File: src/rtl/sram_fifo_ctrl.sv
// FIFO controller in front of a single-port synchronous SRAM with a one-word output register.
// SRAM reads have strict priority over writes; read data is captured the cycle after issue.
module sram_fifo_ctrl #(
    parameter int unsigned DATA_BW = 160,
    parameter int unsigned ADDR_BW = 4
) (
    input  logic                 clk,
    input  logic                 reset,
    input  logic [DATA_BW-1:0]   in_data,
    input  logic                 in_valid,
    output logic                 in_ready,
    output logic [DATA_BW-1:0]   out_data,
    output logic                 out_valid,
    input  logic                 out_ready,
    output logic                 sram_cen,
    output logic                 sram_wen,
    output logic [ADDR_BW-1:0]   sram_a,
    output logic [DATA_BW-1:0]   sram_d,
    input  logic [DATA_BW-1:0]   sram_q,
    output logic [ADDR_BW:0]     occupancy
);

    localparam int unsigned CNT_BW = ADDR_BW + 1;
    localparam logic [CNT_BW-1:0] DEPTH = CNT_BW'(1 << ADDR_BW);

    logic [ADDR_BW-1:0] wr_ptr;
    logic [ADDR_BW-1:0] rd_ptr;
    logic [CNT_BW-1:0]  mem_count;
    logic               rd_pending;
    logic               rd_issue;
    logic               push;
    logic               pop;

    // Handshakes and SRAM port steering; a read issue blocks the write port for the cycle.
    always_comb begin
        rd_issue = !reset && (mem_count != '0) && !rd_pending && (!out_valid || out_ready);
        in_ready = !reset && (mem_count != DEPTH) && !rd_issue;
        push     = in_valid && in_ready;
        pop      = out_valid && out_ready;
        sram_cen = 1'b1;
        sram_wen = 1'b1;
        sram_a   = rd_ptr;
        if (rd_issue) begin
            sram_cen = 1'b0;
        end else if (push) begin
            sram_cen = 1'b0;
            sram_wen = 1'b0;
            sram_a   = wr_ptr;
        end
    end

    assign sram_d    = in_data;
    assign occupancy = mem_count + CNT_BW'(rd_pending) + CNT_BW'(out_valid);

    always_ff @(posedge clk) begin
        if (reset) begin
            wr_ptr     <= '0;
            rd_ptr     <= '0;
            mem_count  <= '0;
            rd_pending <= 1'b0;
            out_valid  <= 1'b0;
            out_data   <= '0;
        end else begin
            if (rd_issue) begin
                rd_ptr    <= rd_ptr + ADDR_BW'(1);
                mem_count <= mem_count - CNT_BW'(1);
            end else if (push) begin
                wr_ptr    <= wr_ptr + ADDR_BW'(1);
                mem_count <= mem_count + CNT_BW'(1);
            end
            rd_pending <= rd_issue;
            // A pending read always lands in an empty output register, so load wins over pop.
            if (rd_pending) begin
                out_data  <= sram_q;
                out_valid <= 1'b1;
            end else if (pop) begin
                out_valid <= 1'b0;
            end
        end
    end

endmodule
File: config.mk
export PLATFORM = sky130hd
export DESIGN_NAME = sram_fifo_ctrl
export DESIGN_NICKNAME = d
export VERILOG_FILES = /design/src/rtl/sram_fifo_ctrl.sv
export SDC_FILE = /design/constraint.sdc
export NUM_CORES = 1
export LEC_CHECK = 0
export CAP_MARGIN = 15
export CELL_PAD_IN_SITES_DETAIL_PLACEMENT = 1
export CELL_PAD_IN_SITES_GLOBAL_PLACEMENT = 1
export CORE_AREA = 2 2 259 261
export CTS_CLUSTER_SIZE = 8
export DETAILED_ROUTE_END_ITERATION = 8
export DIE_AREA = 0 0 261 263
export HOLD_SLACK_MARGIN = 0.03
export PLACE_DENSITY = 0.56
export SYNTH_ARGS = -nofsm -noshare
export SYNTH_HDL_FRONTEND = slang
export SYNTH_SLANG_ARGS = --single-unit
File: constraint.sdc
create_clock -name clk -period 4.55 [get_ports clk]
set_input_delay 0.6825 -clock clk [delete_from_list [all_inputs] [get_ports clk]]
set_output_delay 0.6825 -clock clk [all_outputs]
set_load 0.02 [all_outputs]
==> results.md <==
- Synthesized instance count: 778
- CTS max path bufs: 2
- Fin crit period: 3.737 ns
- Fin Clk Skew: 0.01570 ns
- Critical path launch point type: input port
- Drt pass-1 iters: 4
- Die Span X: 261 um
- Post-synth top flop: dfxtp_1
- Register area share after synthesis: 45.59%
- Final wirelength: 25.37 mm
- Vias per cell: 3.137
- Ant diodes: 0
- Yosys top cell area share: 45.59%
- Ranking of synthesized cells by area: dfxtp_1, mux2i_1, buf_4
- IO Pins: 657
- Max IR drop VDD: 0.2734 mV
- Synthesis warning total: 0
- Top Usage Layer GRT: met2
- LEAKAGE: 4.012 nW
- Root Driver: clkbuf_16
- Fin. max-slew vios: 0
- Clock-pin slew on the worst setup and hold paths: 0.07 ns
- CP most frequent cell: clkdlybuf4s50_1
- H-tree level count: 4
- Worst Path Arrival: 3.05 ns
- Core box area: 0.06563 mm2
- GRT Overall Usage: 7.274%
- Worst path required time: 3.87 ns
- Postcts setup bufs: 0
- Hold Path Class: flop to flop
- RSZ-0062 raised after global routing: false
- Slew headroom: 39.16%
- Status: complete, no violations
- Final setup fails: 0
- Power per Cell Area: 505.3 mW/mm2
- Final worst setup slack: 0.8132 ns
- DP HPWL: 18.98 mm
- CTS Buf Count: 17
- First-pass GRT wire length: 36.89 mm
- CP delay by family, top: buffers and inverters
- Mapped Area: 0.007685 mm2
- FP Rows: 94
- DR vias: 5707
- Max cap viols: 0
- Mapped Nets: 1110
- Synth unique cells: 29
- Layout cells sized above 1: 5.131%
- Post-synth EDFFs: 0
- Cell-by-cell listing of the critical path: clkdlybuf4s50_1 -> nor2b_1 -> o21bai_1 -> a211oi_4 -> buf_4 -> mux2_2 -> clkdlybuf4s50_1
- Gp weighted congestion: 0.6691
- Transition time at the pin with the least slew margin: 0.9126 ns
- DRC Markers: 0
- CP Capture Type: primary output
- 1st-iter DRT viols: 184
- Count leader, synth: dfxtp_1
- Die Ht: 263 um
- Register bit total from synthesis: 175
- Grt ovf: 0
- Detail Route Antenna Nets: 0
- Vias in the first global route: 6106
- Post-CTS sizing: 0
- CTS sink count: 175
- CTS Hold Bufs: 0
- Layout area overhead: 48.63%
- Fmax: 267.6 MHz
- Cell accounting for the most synthesized area: dfxtp_1
- Starting Density: 11.71%
- Post-synth ARST share: 0%
- Final hold viol count: 0
- Slowest-stage cell, CP: clkdlybuf4s50_1
- CTS tree: built
- Die footprint: 0.06864 mm2
- Dpl ws: 0.7377 ns
- Final net count: 1274
- Met1 Track Usage GR: 6.991%
- IO Port Bufs: 336
- Grt met3 use: 4.525%
- Initial antenna violation count: 0
- Mean area per synthesized cell: 9.878 um2
- Routed len/inst: 13.95 um
- Routing usage on met2: 11.11%
- Largest net degree at the start of global routing: 67
- Crit Path Class: input port to primary output
- TNS Setup: 0 ns
- Post-synth top cells: dfxtp_1, nor2_1, mux2i_1
- CP peak stage delay: 0.55 ns
- CP Buf/Inv Count: 3
- Crit path max fanout: 9
- Clk_lat worst skew: 0.48 ns
- Fin crit share: 82.13%
==> worst reg2reg max path: stages (launching register included) <==
cell and delay, ns:
dfxtp_4 0.71, buf_4 0.71, buf_4 0.81, mux2i_1 0.36, nor2_1 0.06
==> flip-flops by register name (all words and copies together), names as in the netlist <==
signal	count
mem_count	5
out_data	160
wr_ptr	4
rd_ptr	4
out_valid	1
rd_pending	1
==> worst paths after layout <==
path	endpoint	slack, ns	depth (start not counted)	start
max	sram_a[2]	0.81	7	out_ready
max reg2reg	out_data[38]	1.77	4	rd_pending
min	out_data[115]	0.49	2	out_data[115]
min reg2reg	out_data[115]	0.49	2	out_data[115]
==> metal layers <==
layer | routed length [um] | vias up
met1 | 9171 | 2629
li1 | - | 2686
met2 | 11480 | 302
met5 | 0 | -
met3 | 3174 | 90
met4 | 1548 | 0
==> where the power goes <==
| group | total, mW | internal (mW) | switching (mW) | leakage, nW |
|---|---|---|---|---|
| combinational | 2.19 | 1.10 | 1.09 | 2.29 |
| sequential | 2.02 | 1.80 | 0.216 | 1.43 |
| clock | 1.57 | 0.825 | 0.742 | 0.294 |
| total | 5.77 | 3.72 | 2.05 | 4.01 |
==> kinds of logic (layout without fill, tap and decap cells) <==
logic type / after synthesis / after routing / synth area share (%)
XOR/XNOR: 11 / 11 / 1.254
adder cells (fa/ha/maj): 8 / 8 / 1.498
AND/OR/NAND/NOR: 193 / 193 / 10.06
AO/OA/AOI/OAI: 16 / 16 / 1.661
multiplexers: 166 / 166 / 21.69
buffers and inverters: 209 / 386 / 18.25
flip-flops: 175 / 175 / 45.59
==> layout make-up <==
cell class                 count  area [um2]
clock buffer                  20       467.9
clock inverter                12       132.6
fill                        7606       54210
inverter                      12       45.04
multi-input combinational    394        2779
sequential                   175        3507
tap                          864        1081
timing repair buffer         342        3410
==> placed cells by master, fill, tap and decap left out, types with 2 or more instances in the layout <==
master           instances
clkdlybuf4s50_1        335
dfxtp_1                174
nor2_1                 172
mux2i_1                162
clkbuf_16               18
inv_1                   12
xnor2_1                  8
nand2_1                  8
a21oi_1                  7
inv_6                    7
ha_1                     6
buf_4                    6
mux2_2                   4
nand3_1                  3
xor2_1                   3
inv_8                    3
a211oi_4                 2
and2_1                   2
o21ai_0                  2
nand2b_1                 2
a211oi_1                 2
nand4_1                  2
fa_1                     2
==> through the flow <==
step	utilization (%)	instance area, um2	std cells	total power [mW]	hold slack [ns]
finish	17.40	11420	1819	5.772	0.4934
global route	17.40	11420	1819	6.162	0.5184
CTS	17.40	11420	1819	5.934	0.5014
detailed placement	16.49	10820	1787	4.283	0.4801
global placement	16.49	10820	1787	4.229	0.4722
floorplan	-	7685	778	3.528	0.4467
(Power assumes the default switching activity.)
